$ cat src/rtl/interp_regs_pkg.sv
// Shared constants for the interpolator register block: register indices,
// CONTROL and COMMIT bit positions, and reset values.
package interp_regs_pkg;

    localparam int CTRL_W = 5;

    localparam logic [2:0] REG_CONTROL  = 3'd0;
    localparam logic [2:0] REG_MANTISSA = 3'd1;
    localparam logic [2:0] REG_EXPONENT = 3'd2;
    localparam logic [2:0] REG_TEST     = 3'd3;
    localparam logic [2:0] REG_COMMIT   = 3'd4;
    localparam logic [2:0] REG_STATUS   = 3'd4;

    localparam int CTRL_BYPASS   = 0;
    localparam int CTRL_TEST     = 1;
    localparam int CTRL_INVERT   = 2;
    localparam int CTRL_BYPASSEQ = 3;
    localparam int CTRL_RAMP     = 4;

    localparam int COMMIT_SELF = 0;
    localparam int COMMIT_ALL  = 1;
    localparam int COMMIT_NOW  = 2;

    localparam logic [CTRL_W-1:0] CTRL_RESET    = 5'b00001;
    localparam logic              PENDING_RESET = 1'b0;

endpackage

$ cat src/rtl/interp_chan_regs.sv
// One interpolator channel: shadow/active register pair, pending flag and the
// optional test-value ramp (enabled by INTERP_TEST_RAMP_EN).
module interp_chan_regs
    import interp_regs_pkg::*;
#(
    parameter int MANT_W = 18,
    parameter int EXP_W  = 5
) (
    input  logic              busClk,
    input  logic              reset,
    input  logic [MANT_W-1:0] wrData,
    input  logic [MANT_W-1:0] wrMask,
    input  logic              wrCtrl,
    input  logic              wrMant,
    input  logic              wrExp,
    input  logic              wrTest,
    input  logic              setPending,
    input  logic              forceCopy,
    input  logic              updateStrobe,
    output logic [CTRL_W-1:0] shadowCtrl,
    output logic [MANT_W-1:0] shadowMant,
    output logic [EXP_W-1:0]  shadowExp,
    output logic [MANT_W-1:0] shadowTest,
    output logic [3:0]        activeFlags,
    output logic [MANT_W-1:0] activeMant,
    output logic [EXP_W-1:0]  activeExp,
    output logic [MANT_W-1:0] activeTest,
    output logic              pending
);

`ifdef INTERP_TEST_RAMP_EN
    localparam logic [CTRL_W-1:0] CTRL_KEEP = 5'h1F;
    logic activeRamp;
`else
    localparam logic [CTRL_W-1:0] CTRL_KEEP = 5'h0F;
`endif

    logic transfer;
    assign transfer = forceCopy || (pending && updateStrobe);

    // Active copies read the pre-edge shadow, so a coincident write lands only in the shadow.
    always_ff @(posedge busClk) begin
        if (reset) begin
            shadowCtrl  <= CTRL_RESET;
            shadowMant  <= '0;
            shadowExp   <= '0;
            shadowTest  <= '0;
            activeFlags <= CTRL_RESET[3:0];
            activeMant  <= '0;
            activeExp   <= '0;
            activeTest  <= '0;
            pending     <= PENDING_RESET;
`ifdef INTERP_TEST_RAMP_EN
            activeRamp  <= CTRL_RESET[CTRL_RAMP];
`endif
        end else begin
            if (wrCtrl)
                shadowCtrl <= ((shadowCtrl & ~wrMask[CTRL_W-1:0]) | (wrData[CTRL_W-1:0] & wrMask[CTRL_W-1:0])) & CTRL_KEEP;
            if (wrMant)
                shadowMant <= (shadowMant & ~wrMask) | (wrData & wrMask);
            if (wrExp)
                shadowExp <= (shadowExp & ~wrMask[EXP_W-1:0]) | (wrData[EXP_W-1:0] & wrMask[EXP_W-1:0]);
            if (wrTest)
                shadowTest <= (shadowTest & ~wrMask) | (wrData & wrMask);

            if (transfer) begin
                activeFlags <= shadowCtrl[3:0];
                activeMant  <= shadowMant;
                activeExp   <= shadowExp;
                activeTest  <= shadowTest;
`ifdef INTERP_TEST_RAMP_EN
                activeRamp  <= shadowCtrl[CTRL_RAMP];
            end else if (updateStrobe && activeFlags[CTRL_TEST] && activeRamp) begin
                activeTest  <= activeTest + MANT_W'(1);
`endif
            end

            // A commit landing on a transfer edge re-arms for the next boundary.
            if (forceCopy)
                pending <= 1'b0;
            else if (setPending)
                pending <= 1'b1;
            else if (transfer)
                pending <= 1'b0;
        end
    end

endmodule

$ cat src/rtl/interp_regs_mc.sv
// Interpolator register block top: address decode, commit fan-out, read mux.
// Optional test-value ramp is built when INTERP_TEST_RAMP_EN is defined.
module interp_regs_mc
    import interp_regs_pkg::*;
#(
    parameter int NUM_CH = 4,
    parameter int MANT_W = 18,
    parameter int EXP_W  = 5
) (
    input  logic                     busClk,
    input  logic                     reset,
    input  logic                     cs,
    input  logic [12:0]              addr,
    input  logic [31:0]              dataIn,
    input  logic                     wr0,
    input  logic                     wr1,
    input  logic                     wr2,
    input  logic                     wr3,
    output logic [31:0]              dataOut,
    input  logic [NUM_CH-1:0]        updateStrobe,
    output logic [NUM_CH-1:0]        bypass,
    output logic [NUM_CH-1:0]        test,
    output logic [NUM_CH-1:0]        invert,
    output logic [NUM_CH-1:0]        bypassEQ,
    output logic [NUM_CH*MANT_W-1:0] mantissa,
    output logic [NUM_CH*EXP_W-1:0]  exponent,
    output logic [NUM_CH*MANT_W-1:0] testValue
);

    logic [2:0]        idx;
    logic [2:0]        ch;
    logic              chMapped;
    logic              commitWr;
    logic [MANT_W-1:0] wrMask;
    logic [NUM_CH-1:0] pending;
    logic              unusedBits;

    logic [CTRL_W-1:0] shadowCtrl [NUM_CH];
    logic [MANT_W-1:0] shadowMant [NUM_CH];
    logic [EXP_W-1:0]  shadowExp  [NUM_CH];
    logic [MANT_W-1:0] shadowTest [NUM_CH];
    logic [3:0]        activeFlags[NUM_CH];

    assign idx        = addr[4:2];
    assign ch         = addr[7:5];
    assign chMapped   = int'(ch) < NUM_CH;
    assign commitWr   = cs && chMapped && (idx == REG_COMMIT) && wr0;
    assign wrMask     = MANT_W'({{8{wr3}}, {8{wr2}}, {8{wr1}}, {8{wr0}}});
    assign unusedBits = ^{addr[12:8], addr[1:0], dataIn[31:MANT_W], wr3};

    for (genvar i = 0; i < NUM_CH; i++) begin : g_ch
        logic hit;
        assign hit = cs && chMapped && (ch == 3'(i));

        interp_chan_regs #(.MANT_W(MANT_W), .EXP_W(EXP_W)) u_chan (
            .busClk       (busClk),
            .reset        (reset),
            .wrData       (dataIn[MANT_W-1:0]),
            .wrMask       (wrMask),
            .wrCtrl       (hit && idx == REG_CONTROL),
            .wrMant       (hit && idx == REG_MANTISSA),
            .wrExp        (hit && idx == REG_EXPONENT),
            .wrTest       (hit && idx == REG_TEST),
            .setPending   (commitWr && ((hit && dataIn[COMMIT_SELF]) || dataIn[COMMIT_ALL])),
            .forceCopy    (commitWr && hit && dataIn[COMMIT_NOW]),
            .updateStrobe (updateStrobe[i]),
            .shadowCtrl   (shadowCtrl[i]),
            .shadowMant   (shadowMant[i]),
            .shadowExp    (shadowExp[i]),
            .shadowTest   (shadowTest[i]),
            .activeFlags  (activeFlags[i]),
            .activeMant   (mantissa[i*MANT_W +: MANT_W]),
            .activeExp    (exponent[i*EXP_W +: EXP_W]),
            .activeTest   (testValue[i*MANT_W +: MANT_W]),
            .pending      (pending[i])
        );

        assign bypass[i]   = activeFlags[i][CTRL_BYPASS];
        assign test[i]     = activeFlags[i][CTRL_TEST];
        assign invert[i]   = activeFlags[i][CTRL_INVERT];
        assign bypassEQ[i] = activeFlags[i][CTRL_BYPASSEQ];
    end

    always_comb begin
        dataOut = '0;
        if (cs && chMapped) begin
            if (idx == REG_STATUS) begin
                dataOut = {24'h0, 8'(pending)};
            end else begin
                for (int i = 0; i < NUM_CH; i++) begin
                    if (ch == 3'(i)) begin
                        case (idx)
                            REG_CONTROL:  dataOut = 32'(shadowCtrl[i]);
                            REG_MANTISSA: dataOut = 32'(shadowMant[i]);
                            REG_EXPONENT: dataOut = 32'(shadowExp[i]);
                            REG_TEST:     dataOut = 32'(shadowTest[i]);
                            default:      dataOut = '0;
                        endcase
                    end
                end
            end
        end
    end

endmodule

$ cat config.mk
export PLATFORM = sky130hd
export DESIGN_NAME = interp_regs_mc
export DESIGN_NICKNAME = d
export VERILOG_FILES = /design/src/rtl/interp_regs_pkg.sv /design/src/rtl/interp_chan_regs.sv /design/src/rtl/interp_regs_mc.sv
export SDC_FILE = /design/constraint.sdc
export NUM_CORES = 1
export LEC_CHECK = 0
export ABC_AREA = 1
export CAP_MARGIN = 20
export CORE_ASPECT_RATIO = 1.5
export CORE_MARGIN = 2
export CORE_UTILIZATION = 47
export DETAILED_ROUTE_END_ITERATION = 8
export PLACE_DENSITY = 0.79
export SKIP_CTS_REPAIR_TIMING = 1
export SYNTH_ARGS = -nofsm -noshare
export SYNTH_HDL_FRONTEND = slang
export SYNTH_SLANG_ARGS = --single-unit
$ cat constraint.sdc
create_clock -name busClk -period 1.8 [get_ports busClk]
set_clock_uncertainty 0.1 [all_clocks]
set_input_delay 0.27 -clock busClk [delete_from_list [all_inputs] [get_ports busClk]]
set_output_delay 0.27 -clock busClk [all_outputs]
set_load 0.05 [all_outputs]
Yosys cells after proc, flatten, opt, wreduce, memory -nomap -nowiden

Index checks and enable logic that the tools add are counted.

Memories: 0
Output and inout bits: 212
Latch bits: 0
Bits in writable memories: 0
ROM bits: 0
Register bits after elaboration: 364

$mul: 0
Magnitude comparators: 1
Div/mod/pow operators: 0
Reduce and logical (&&, ||, !) cells: 61
Add/subtract/negate cells: 0
Shift-type cells: 0
Mux-type cells: 18
Equality and inequality tests: 7
Bitwise logic cells: 36

Operators by type and width:

| cell               | number |
|---|---|
| $pmux 18 s4        | 4 |
| $and 18x18->18     | 9 |
| $mux 32            | 5 |
| $or 18x18->18      | 8 |
| $logic_and 1x1->1  | 43 |
| $and 5x5->5        | 5 |
| $or 5x5->5         | 4 |
| $mux 18            | 1 |
| $not 18->18        | 1 |
| $and 4x4->4        | 4 |
| $or 4x4->4         | 4 |
| $eq 3x2->1 const B | 4 |
| $logic_or 1x1->1   | 8 |
| $mux 1             | 8 |
| $reduce_bool 2->1  | 4 |
| $reduce_or 2->1    | 4 |
| $eq 3x1->1 const B | 2 |
| $logic_not 3->1    | 2 |
| $not 5->5          | 1 |
| $eq 3x3->1 const B | 1 |
| $lt 3x3->1 const B | 1 |

Longest topological paths before layout

Depth in word-level cells: 9
Mapped depth: 14
Gate-level depth less buffers: 12

Cells and area by module

A second synthesis with hierarchy kept.

Cells, all modules: 2,727
Area total of the unflattened synthesis: 18,436.4 µm²

Modules (own cells, without submodules):

| module                                 | times used | cells each | area an instance (µm²) | seq. area each (µm²) |
|---|---|---|---|---|
| interp_chan_regs at g_ch[0].u_chan ... | 3          | 548        | 4,033.9                | 1,821.7 |
| interp_chan_regs at g_ch[3].u_chan     | 1          | 548        | 4,042.6                | 1,821.7 |
| interp_regs_mc                         | 1          | 535        | 2,292.2                | 0.0 |

Least setup slack after synthesis

No wires, ideal clock.

Path type: input to output
Start point: input port addr[4]
End point: output port dataOut[10]
Path buffers: 3
Data required time: 1.430 ns
Arrival time: 2.048 ns
Stages: 10
Path slack: -0.618 ns
Path through: buf_2 > inv_2 > nand3_1 > inv_2 > buf_4 > buf_2 > nand2_1 > nand3_1 > nand2_1 > a21oi_1

Cells in the longest elaborated chain, start to end: 8

RTL lines:

| what                                     | line                 | source |
|---|---|---|
| from (decl)                              | interp_regs_mc.sv:13 | `input logic [12:0] addr,` |
| $eq 3x2->1, or another cell as far along | interp_regs_mc.sv:92 | `case (idx)` |
| $pmux 18 s4                              | interp_regs_mc.sv:92 |  |
| $mux 18                                  | interp_regs_mc.sv:91 | `if (ch == 3'(i)) begin` |
| $mux 32 (3 in series)                    | interp_regs_mc.sv:91 |  |
| $mux 32 *                                | interp_regs_mc.sv:87 | `if (idx == REG_STATUS) begin` |
| $mux 32 *                                | interp_regs_mc.sv:86 | `if (cs && chMapped) begin` |
| to (decl)                                | interp_regs_mc.sv:19 | `output logic [31:0] dataOut,` |

Every way passes the cells marked *; elsewhere a longest branch is shown, timed or not.

Worst setup path after layout

Start point: input port addr[3]
End point: output port dataOut[8]

The elaborated chain is that of the path after synthesis.

==> results.cfg <==
[yosys]
synth_edf_count = 0
synth-main-ff-cell = dfxtp_1
yosys-top-cells-count = 524 x nor2_1, 365 x o21ai_0, 364 x dfxtp_1, 291 x nand2_1, 148 x a21oi_1
netlist_instances = 2041
synth.avg_cell_area_um2 = 7.172
yosys-top-cells-area = dfxtp_1 50%, nor2_1 13%, o21ai_0 12%
syn-cell-area_um2 = 14640
synth-seq-cells = 364
synthArstFlopShare = 0
synth_top_area_cell = dfxtp_1
yosys.cell_count.top_type = nor2_1
synth.top_cell.area_share = 0.4978
ys.warnings.count = 0
ys_seq_area_frac = 0.4978
synth_cell_type_count = 31

[die]
ios = 268
die_w_um = 148.1
num_rows = 79
dieArea_um2 = 32600
start_util = 0.4747
fp.dieH_um = 220.2
coreArea_um2 = 30840

[pwr]
internal_power_w = 0.01332
leakage_nw = 9.073
swShare = 0.2341
power.total_w = 0.01739
peakVddDrop_v = 0.0006480
combPwrFrac = 0.072
powerDensity_nw_per_um2 = 867.8
p_seq_frac = 0.467
clockPowerShare = 0.461
p_sw_w = 0.004071

[status]
violations = setup timing
status = finished, violations left

[drt]
wire_per_inst_um = 17.52
first_pass_iters = 6
drt_wl_total_um = 48700
ant_nets = 0
vias = 14900
viasPerCell = 5.361
drt-initial-drc-count = 1205
drc = 0

[critical_path]
cp.arrival_ps = 1840
reg2reg_setup_slack_ps = 460
required_ps = 1430
cp-end-kind = output pin
critPathKind = input pin to output pin
crit_fanout = 7
start_kind = input pin

[clock_network]
cts_buffer_depth = 3
root_buffer = clkbuf_16
numCtsBuffers = 35
h-tree-depth = 2
cts_tree = built
clock_sinks = 364
clk_pin_slew_ps = 70
clkLatencyLatePin_ps = 530

[grt]
grt_usage = 0.2775
grt_max_degree = 79
grt_antenna_before_repair = 0
grt_overflow = 0
grt_pass1_vias = 13780
grt_pass1_wl_um = 72420

[timing]
max_slew_margin = 0.6401
worst_slew_pin_slew_ps = 538.2
rsz0062_at_grt = true
fin_setup_tns_ps = -5984
fin_crit_sh = 1.225
setup_viol = 18
maxClockFrequency_ghz = 0.4534
whs_ps = 337.1
min_period_ps = 2205
hold_viol = 0
timing.final.ws_setup_ps = -405.4
slew_violations = 0

[placement]
io_buffers = 231
dp_cells = 2693
dpl_cell_area_um2 = 18210
gp_congestion = 0.9808
dp_hpwl_um = 33750

[min_path]
hp-class = input pin to flop

[cells_and_area]
finalNetCount = 2404
final_cell_count_no_fill = 2779
post-route-cell-area_um2 = 20040
antenna_cells = 0
drive_gt1_frac = 0.2393
syn2layout_area_growth_pct = 36.88
n_fill_cell = 2647

[job]
max_cap_violations = 0
[worst max-delay path: stages]
cell and delay, ps:
buf_6 90, buf_8 130, inv_4 60, nand2_4 50, nor2_4 110, buf_12 140
clkbuf_16 160, nand2_1 50, nand2_1 60, nand2_1 50, nand2_1 50, nand2_1 60
nand2_1 100, nand2_2 80, a21oi_4 200, buf_12 160
[cell type report]
class	instances	area, um^2	area share
clock buffer	46	1030	0.05139
tap	405	506.7	0.02529
clock inverter	17	232.7	0.01161
multi-input combinational	1451	6782	0.3384
inverter	109	455.4	0.02273
timing repair buffer	387	3739	0.1866
sequential	364	7293	0.3640
[metrics by stage]
stage / util / setup WS [ps]
2_1_floorplan: - / -91.15
3_3_place_gp: 0.5906 / -770.4
3_5_place_dp: 0.5906 / -810.4
4_1_cts: 0.6315 / -794.7
5_1_grt: 0.6497 / -502.1
6_report: 0.6497 / -405.4
[power groups by stage]
stage               combinational [W]  clock (W)  sequential, W
floorplan                    0.000585          0        0.00837
global placement              0.00113          0        0.00830
global route                  0.00132    0.00840        0.00812
finish                        0.00125    0.00802        0.00812
detailed placement            0.00114          0        0.00830
CTS                           0.00115    0.00811        0.00812
[cell families after synthesis]
kind of cell,share of synthesized area
DFF,0.4978
AOI/OAI and AO/OA,0.1833
buffers and inverters,0.07282
and+or+nand+nor,0.2458
other,0.0002562
[path summary, 6_finish.rpt]
check	startpoint	endpoint	cells after the start
worst min register to register	g_ch[2].u_chan.activeFlags[0]	g_ch[2].u_chan.activeFlags[0]	2
worst min-delay path	addr[2]	flop	5
worst max-delay path	addr[3]	dataOut[8]	16
worst max register to register	g_ch[2].u_chan.pending	g_ch[2].u_chan.activeMant[8]	6
[metal layers]
| layer | part of all wire | vias up | GRT usage | wire, um |
|---|---|---|---|---|
| li1 | - | 7195 | - | - |
| met1 | 0.39 | 6911 | 0.3440 | 19200 |
| met2 | 0.49 | 628 | 0.4724 | 23640 |
| met3 | 0.063 | 163 | 0.03485 | 3083 |
| met4 | 0.057 | 0 | 0.1463 | 2770 |
| met5 | 0 | - | 0 | 0 |
[cell usage in the layout (no fill, tap or decap), drive strengths merged]
cell / count
nor2: 532
o21ai: 369
dfxtp: 364
buf: 348
nand2: 297
a21oi: 148
inv: 108
nand3: 74
clkbuf: 56
clkdlybuf4s50: 26
conb: 14
clkinv: 8
a22oi: 5
o211ai: 5
clkinvlp: 5
bufinv: 5
dlymetal6s2s: 3
nor3: 3
a211oi: 2
a31oi: 1
nand4: 1
Power figures use the tool's default switching activity.
